--- src/rtl/muldiv_seq.sv ---
// Sequential RV32M multiply/divide unit: radix-2 shift-add multiply and restoring divide, 32 iterations.
// Optional macro MULDIV_EARLY_OUT_EN: divide-by-zero and signed-overflow requests go IDLE->DONE directly.
module muldiv_seq #(
   parameter int XLEN = 32
) (
   input  logic            clk,
   input  logic            rst_n,
   input  logic            flush,
   input  logic            req_valid,
   output logic            req_ready,
   input  logic [2:0]      funct3,
   input  logic [XLEN-1:0] op_a,
   input  logic [XLEN-1:0] op_b,
   input  logic [4:0]      rd_in,
   output logic            resp_valid,
   input  logic            resp_ready,
   output logic [XLEN-1:0] result,
   output logic [4:0]      rd_out,
   output logic            busy
);

   localparam int CW = $clog2(XLEN);
   localparam logic [2:0] F_MUL    = 3'b000;
   localparam logic [2:0] F_MULH   = 3'b001;
   localparam logic [2:0] F_MULHSU = 3'b010;
   localparam logic [2:0] F_MULHU  = 3'b011;
   localparam logic [2:0] F_DIV    = 3'b100;
   localparam logic [2:0] F_DIVU   = 3'b101;
   localparam logic [2:0] F_REM    = 3'b110;

   typedef enum logic [1:0] {IDLE, CALC, FIX, DONE} state_t;

   state_t          r_state;
   logic [2:0]      r_funct3;
   logic [4:0]      r_tag;
   logic [XLEN-1:0] r_opnd;     // multiplicand magnitude or divisor magnitude
   logic [XLEN-1:0] r_hi;       // product high half / partial remainder
   logic [XLEN-1:0] r_lo;       // multiplier bits / dividend shifting into quotient
   logic            r_neg;
   logic            r_dz;
   logic [CW-1:0]   r_cnt;
   logic            r_resp_valid;
   logic [XLEN-1:0] r_result;
   logic [4:0]      r_rd_out;

   // Operand conditioning at accept time
   logic            w_a_sgn, w_b_sgn, w_a_neg, w_b_neg;
   logic [XLEN-1:0] w_a_mag, w_b_mag;

   assign w_a_sgn = (funct3 == F_MULH) | (funct3 == F_MULHSU) | (funct3 == F_DIV) | (funct3 == F_REM);
   assign w_b_sgn = (funct3 == F_MULH) | (funct3 == F_DIV) | (funct3 == F_REM);
   assign w_a_neg = w_a_sgn & op_a[XLEN-1];
   assign w_b_neg = w_b_sgn & op_b[XLEN-1];
   assign w_a_mag = w_a_neg ? (~op_a + 1'b1) : op_a;
   assign w_b_mag = w_b_neg ? (~op_b + 1'b1) : op_b;

   // One iteration of each datapath
   logic [XLEN:0]   w_sum;
   logic [XLEN+1:0] w_trial;
   logic            w_sub_ok;

   assign w_sum    = {1'b0, r_hi} + (r_lo[0] ? {1'b0, r_opnd} : '0);
   assign w_trial  = {1'b0, r_hi, r_lo[XLEN-1]} - {2'b00, r_opnd};
   assign w_sub_ok = (w_trial[XLEN+1:XLEN] == 2'b00);

   // Sign correction and result selection
   logic [2*XLEN-1:0] w_prod, w_prod_s;
   logic [XLEN-1:0]   w_quo_s, w_rem_s, w_fix;

   assign w_prod   = {r_hi, r_lo};
   assign w_prod_s = r_neg ? (~w_prod + 1'b1) : w_prod;
   assign w_quo_s  = r_dz ? '1 : (r_neg ? (~r_lo + 1'b1) : r_lo);
   assign w_rem_s  = r_neg ? (~r_hi + 1'b1) : r_hi;

   always_comb begin
      w_fix = w_rem_s;
      case (r_funct3)
         F_MUL:                     w_fix = w_prod_s[XLEN-1:0];
         F_MULH, F_MULHSU, F_MULHU: w_fix = w_prod_s[2*XLEN-1:XLEN];
         F_DIV, F_DIVU:             w_fix = w_quo_s;
         default:                   w_fix = w_rem_s;
      endcase
   end

`ifdef MULDIV_EARLY_OUT_EN
   logic            w_dz, w_ovf, w_early;
   logic [XLEN-1:0] w_early_res;

   assign w_dz        = funct3[2] & (op_b == '0);
   assign w_ovf       = ((funct3 == F_DIV) | (funct3 == F_REM)) &
                        (op_a == {1'b1, {(XLEN-1){1'b0}}}) & (op_b == '1);
   assign w_early     = w_dz | w_ovf;
   assign w_early_res = funct3[1] ? (w_dz ? op_a : '0)
                                  : (w_dz ? '1 : {1'b1, {(XLEN-1){1'b0}}});
`endif

   always_ff @(posedge clk) begin
      if (!rst_n) begin
         r_state      <= IDLE;
         r_funct3     <= '0;
         r_tag        <= '0;
         r_opnd       <= '0;
         r_hi         <= '0;
         r_lo         <= '0;
         r_neg        <= 1'b0;
         r_dz         <= 1'b0;
         r_cnt        <= '0;
         r_resp_valid <= 1'b0;
         r_result     <= '0;
         r_rd_out     <= '0;
      end else if (flush) begin
         r_state      <= IDLE;
         r_resp_valid <= 1'b0;
      end else begin
         case (r_state)
            IDLE: begin
               if (req_valid) begin
`ifdef MULDIV_EARLY_OUT_EN
                  if (w_early) begin
                     r_result     <= w_early_res;
                     r_rd_out     <= rd_in;
                     r_resp_valid <= 1'b1;
                     r_state      <= DONE;
                  end else
`endif
                  begin
                     r_funct3 <= funct3;
                     r_tag    <= rd_in;
                     r_opnd   <= funct3[2] ? w_b_mag : w_a_mag;
                     r_hi     <= '0;
                     r_lo     <= funct3[2] ? w_a_mag : w_b_mag;
                     r_neg    <= (funct3 == F_REM) ? w_a_neg : (w_a_neg ^ w_b_neg);
                     r_dz     <= funct3[2] & (op_b == '0);
                     r_cnt    <= CW'(XLEN - 1);
                     r_state  <= CALC;
                  end
               end
            end
            CALC: begin
               if (r_funct3[2]) begin
                  r_hi <= w_sub_ok ? w_trial[XLEN-1:0] : {r_hi[XLEN-2:0], r_lo[XLEN-1]};
                  r_lo <= {r_lo[XLEN-2:0], w_sub_ok};
               end else begin
                  r_hi <= w_sum[XLEN:1];
                  r_lo <= {w_sum[0], r_lo[XLEN-1:1]};
               end
               r_cnt <= r_cnt - CW'(1);
               if (r_cnt == '0) r_state <= FIX;
            end
            FIX: begin
               r_result     <= w_fix;
               r_rd_out     <= r_tag;
               r_resp_valid <= 1'b1;
               r_state      <= DONE;
            end
            DONE: begin
               if (resp_ready) begin
                  r_resp_valid <= 1'b0;
                  r_state      <= IDLE;
               end
            end
            default: r_state <= IDLE;
         endcase
      end
   end

   assign req_ready  = (r_state == IDLE);
   assign busy       = (r_state != IDLE);
   assign resp_valid = r_resp_valid;
   assign result     = r_result;
   assign rd_out     = r_rd_out;

endmodule

--- config.mk ---
export PLATFORM = sky130hd
export DESIGN_NAME = muldiv_seq
export DESIGN_NICKNAME = d
export VERILOG_FILES = /design/src/rtl/muldiv_seq.sv
export SDC_FILE = /design/constraint.sdc
export NUM_CORES = 1
export LEC_CHECK = 0
export ABC_AREA = 1
export BUFFER_PORTS_ARGS = -buffer_cell sky130_fd_sc_hd__clkbuf_2
export CAP_MARGIN = 20
export CORE_ASPECT_RATIO = 1.25
export CORE_MARGIN = 2
export CORE_UTILIZATION = 40
export CTS_BUF_LIST = sky130_fd_sc_hd__clkbuf_16
export DETAILED_ROUTE_END_ITERATION = 12
export SLEW_MARGIN = 0
export SYNTH_ARGS = -nofsm -noshare
export SYNTH_HDL_FRONTEND = slang
export SYNTH_SLANG_ARGS = --single-unit
--- constraint.sdc ---
create_clock -name clk -period 3.19 [get_ports clk]
set_input_delay 0.638 -clock clk [delete_from_list [all_inputs] [get_ports clk]]
set_output_delay 0.638 -clock clk [all_outputs]
set_load 0.02 [all_outputs]
==> reports/qor.csv <==
stage,metric,value,unit
status,status,"complete, no violations",
critical_path,critical-path cell list,"inv_1, ha_1, inv_1, fa_1, nand2_1, nand2_1, nand3_1, nand2_2, nand2_1, nand2_2, nand2_2, nand3_1, nand2_4, buf_4, nand3_1, nand3_1, nand3_1, a21oi_1",
die,die area,44600,um2
logic_synthesis,Post-Synth Adder-Cell Area,5.63,%
critical_path,flop2flop setup slack,290,ps
logic_synthesis,synth top area cells,"nand2_1 (18%), dfxtp_1 (18%), inv_1 (9.5%), nor2_1 (8.6%), nand3_1 (7.9%)",
clock_tree,htree depth,4,
timing,Slew HR,43.5,%
cells_and_area,layout cell share with drive strength beyond 1,9.70,%
timing,worst setup margin,291,ps
die,die width,189,um
cells_and_area,synth-to-layout area growth,12.2,%
logic_synthesis,post-synth net total,3270,
logic_synthesis,XOR/XNOR Fraction of Synth Area,3.98,%
hold_path,HP Class,input pin to register,
logic_synthesis,mux cell area share after synthesis,0,%
critical_path,CP startpoint,r_lo[31]$_SDFFE_PN0P_,
global_routing,first-pass GRT wire length,121000,um
die,CORE AREA,42300,um2
die,Rows,84,
clock_tree,maximum root-to-sink buffer count,2,
critical_path,crit path DAT,3300,ps
hold_path,Hold Path Depth,3,
logic_synthesis,Synth Area in Simple Gates,41.2,%
cells_and_area,"non-filler cells, final",3798,
critical_path,FF-to-FF End,r_hi[3]$_SDFFE_PN0P_,
clock_tree,CTS Hold Bufs,0,
logic_synthesis,Post-synth EDFFs,0,
global_routing,largest net degree at the start of global routing,85,
logic_synthesis,"Distinct cells, synth",54,
power_and_ir_drop,maximum vdd drop,0.384,mV
place,Placed Cells,3765,
logic_synthesis,fraction of registers with async set/reset,0,%
timing,RSZ-0062 raised after global routing,false,
critical_path,"Top cell by count, worst path",nand3_1,
cells_and_area,most frequent cells in the layout,"nand2_1 (831), inv_1 (431), nor2_1 (391), nand3_1 (272), a21oi_1 (225)",
logic_synthesis,sequential element share of the synthesized area,17.6,%
critical_path,CP required,3590,ps
timing,minimum clock period,2900,ps
timing,count of pins over their slew limit,0,
critical_path,Critical Path Max Stage Delay,400,ps
cells_and_area,FILL cells,4738,
global_routing,antenna violations before repair,3,
timing,maximum clock rate,345,MHz
timing,worst hold slack,386,ps
drt,wire per inst,21.2,um
cells_and_area,"most common cell after layout, fill and taps aside",nand2_1,
logic_synthesis,Yosys top cell area share,18.2,%
job,max_cap viols,0,
drt,DRC viols,0,
hold_path,min-delay src,rd_in[2],
timing,setup_tns,0,ps
place,dpl cell area,18600,um2
clock_tree,TritonCTS Buffers,17,
critical_path,Worst Path Buf+Inv,3,
die,DIE HEIGHT,236,um
place,number of buffers added on ports,116,
clock_tree,"CTS clk-pin slew, worst paths",70,ps
clock_tree,Clk Tree Root Cell,clkbuf_16,
critical_path,slowest CP cell,fa_1,
logic_synthesis,Synth Flop Type,dfxtp_1,
drt,TritonRoute pass-1 iters,5,
logic_synthesis,largest family of logic cells by synthesized area,simple AND/OR/NAND/NOR gates,
critical_path,Crit. path cell count,18,
drt,number of nets with antenna violations after routing,0,
cells_and_area,final instance area,19200,um2
clock_tree,CTS sink count,151,
critical_path,crit path kind,register to register,
clock_tree,TritonCTS clock tree,done,
logic_synthesis,Compound-Gate Fraction of Synth Area,18.5,%
timing,Final setup viols,0,
logic_synthesis,"Avg Cell Area, Syn",5.50,um2
power_and_ir_drop,P_leak,9.90,nW
logic_synthesis,Yosys top cell by area,nand2_1,
die,I/O pin count,117,
global_routing,overall routing resource usage,35.6,%
cells_and_area,Layout Nets,3378,
cells_and_area,"Core Util, Final",45.6,%
power_and_ir_drop,overall power,6.62,mW
critical_path,FF-to-FF Start,r_lo[31]$_SDFFE_PN0P_,
critical_path,cells on worst reg2reg path,18,
logic_synthesis,Synth Warn #,0,
clock_tree,"Clk Latency, worst-skew pair",480,ps
timing,Tcrit/Tclk final,90.9,%
global_routing,global route overflow,0,
logic_synthesis,#FFs+latches synth,151,
hold_path,Hold Path End,r_tag[2]$_SDFFE_PN0P_,
critical_path,crit-path max FO,18,
logic_synthesis,mapped cell area,17200,um2
power_and_ir_drop,PD cells,344,nW/um2
place,routability cong.,1.08,
place,Post-DP HPWL,65600,um
drt,DRT Wirelength,80400,um
critical_path,Startpoint Class,register,
drt,Initial DRC Count,2227,
critical_path,crit end category,register,
logic_synthesis,Mapped Cells,3117,
timing,worst slew pin tran,847,ps
drt,DR vias,21300,
place,dpl ws,238,ps
die,Initial Util,40.6,%
global_routing,vias in the first global route,19900,
critical_path,Worst path top cell family by delay,simple AND/OR/NAND/NOR gates,
timing,skew final,16.1,ps
drt,vias per std cell,5.62,
timing,final hold viol count,0,
[synth_stat cells (all sizes together), types with 2 or more instances]
| master | instances |
|---|---|
| o21a | 6 |
| o21ai | 245 |
| nand3 | 284 |
| a21o | 8 |
| o31ai | 4 |
| inv | 444 |
| o22ai | 7 |
| xnor2 | 12 |
| nand2 | 846 |
| a21oi | 225 |
| nor4 | 7 |
| nand4 | 53 |
| ha | 74 |
| a31oi | 23 |
| o221ai | 8 |
| nand3b | 19 |
| fa | 2 |
| nor2 | 405 |
| xor2 | 66 |
| o21bai | 10 |
| buf | 33 |
| a22oi | 6 |
| nor3 | 33 |
| o2111ai | 2 |
| dfxtp | 151 |
| clkbuf | 84 |
| or2 | 16 |
| o211ai | 30 |
| clkinv | 5 |
[per-layer routing]
| layer | vias to the layer above | wire length (um) | GRT usage, % |
|---|---|---|---|
| met5 | - | 13 | 0 |
| met4 | 2 | 5660 | 21.8 |
| met3 | 199 | 5370 | 4.19 |
| met2 | 955 | 36700 | 58.4 |
| met1 | 9858 | 32700 | 44.5 |
| li1 | 10300 | - | - |
[kinds of logic after synthesis]
family | after synthesis
AO/OA/AOI/OAI | 581
AND/OR/NAND/NOR | 1665
adder cells (fa/ha/maj) | 76
XOR/XNOR | 78
flip-flops | 151
buffers and inverters | 566
[report_power, final]
group	internal [mW]	total [mW]	switching [mW]	leakage (nW)
logic	0.693	2.45	1.76	8.38
clock network	1.06	2.12	1.06	0.289
registers	1.97	2.06	0.0867	1.23
[worst max-delay path by stage]
stage,endpoint,slack (ps)
final,r_hi[3]$_SDFFE_PN0P_,290
after floorplan,r_hi[29]$_SDFFE_PN0P_,600
after global placement,r_opnd[23]$_SDFFE_PN0P_,210
after detailed placement,r_opnd[23]$_SDFFE_PN0P_,240
after global routing,r_hi[3]$_SDFFE_PN0P_,3
after CTS,r_lo[0]$_SDFFE_PN0P_,240
[sequential cells by signal, summed over array words and instances, names as in the netlist, 2 cells and up]
signal    flops
r_funct3      3
r_cnt         5
r_opnd       32
rd_out        5
r_hi         32
r_lo         32
result       32
r_state       2
r_tag         5
[worst register-to-register path: stages, from the launching register on]
cell and delay, ps:
dfxtp_1 350, inv_1 160, ha_1 170, inv_1 70, fa_1 400, nand2_1 80
nand2_1 100, nand3_1 110, nand2_2 80, nand2_1 80, nand2_2 100, nand2_2 80
nand3_1 110, nand2_4 200, buf_4 290, nand3_1 130, nand3_1 100, nand3_1 90
a21oi_1 140
[layout make-up]
cell class	count	area (um2)	share of cell area (%)
Multi-Input combinational cell	2400	11900	62.0
Sequential cell	151	3030	15.7
Inverter	449	1690	8.76
Timing Repair Buffer	206	1290	6.72
Tap cell	559	699	3.63
Clock buffer	17	425	2.21
Clock inverter	15	175	0.910
Antenna cell	1	2.50	0.0130
[timing repair]
item	CTS	global route
resized for setup	0	1
buffers inserted	0	0
endpoints found under the hold margin	0	0
endpoints found under the setup margin	0	1
Power figures use the tool's default switching activity.
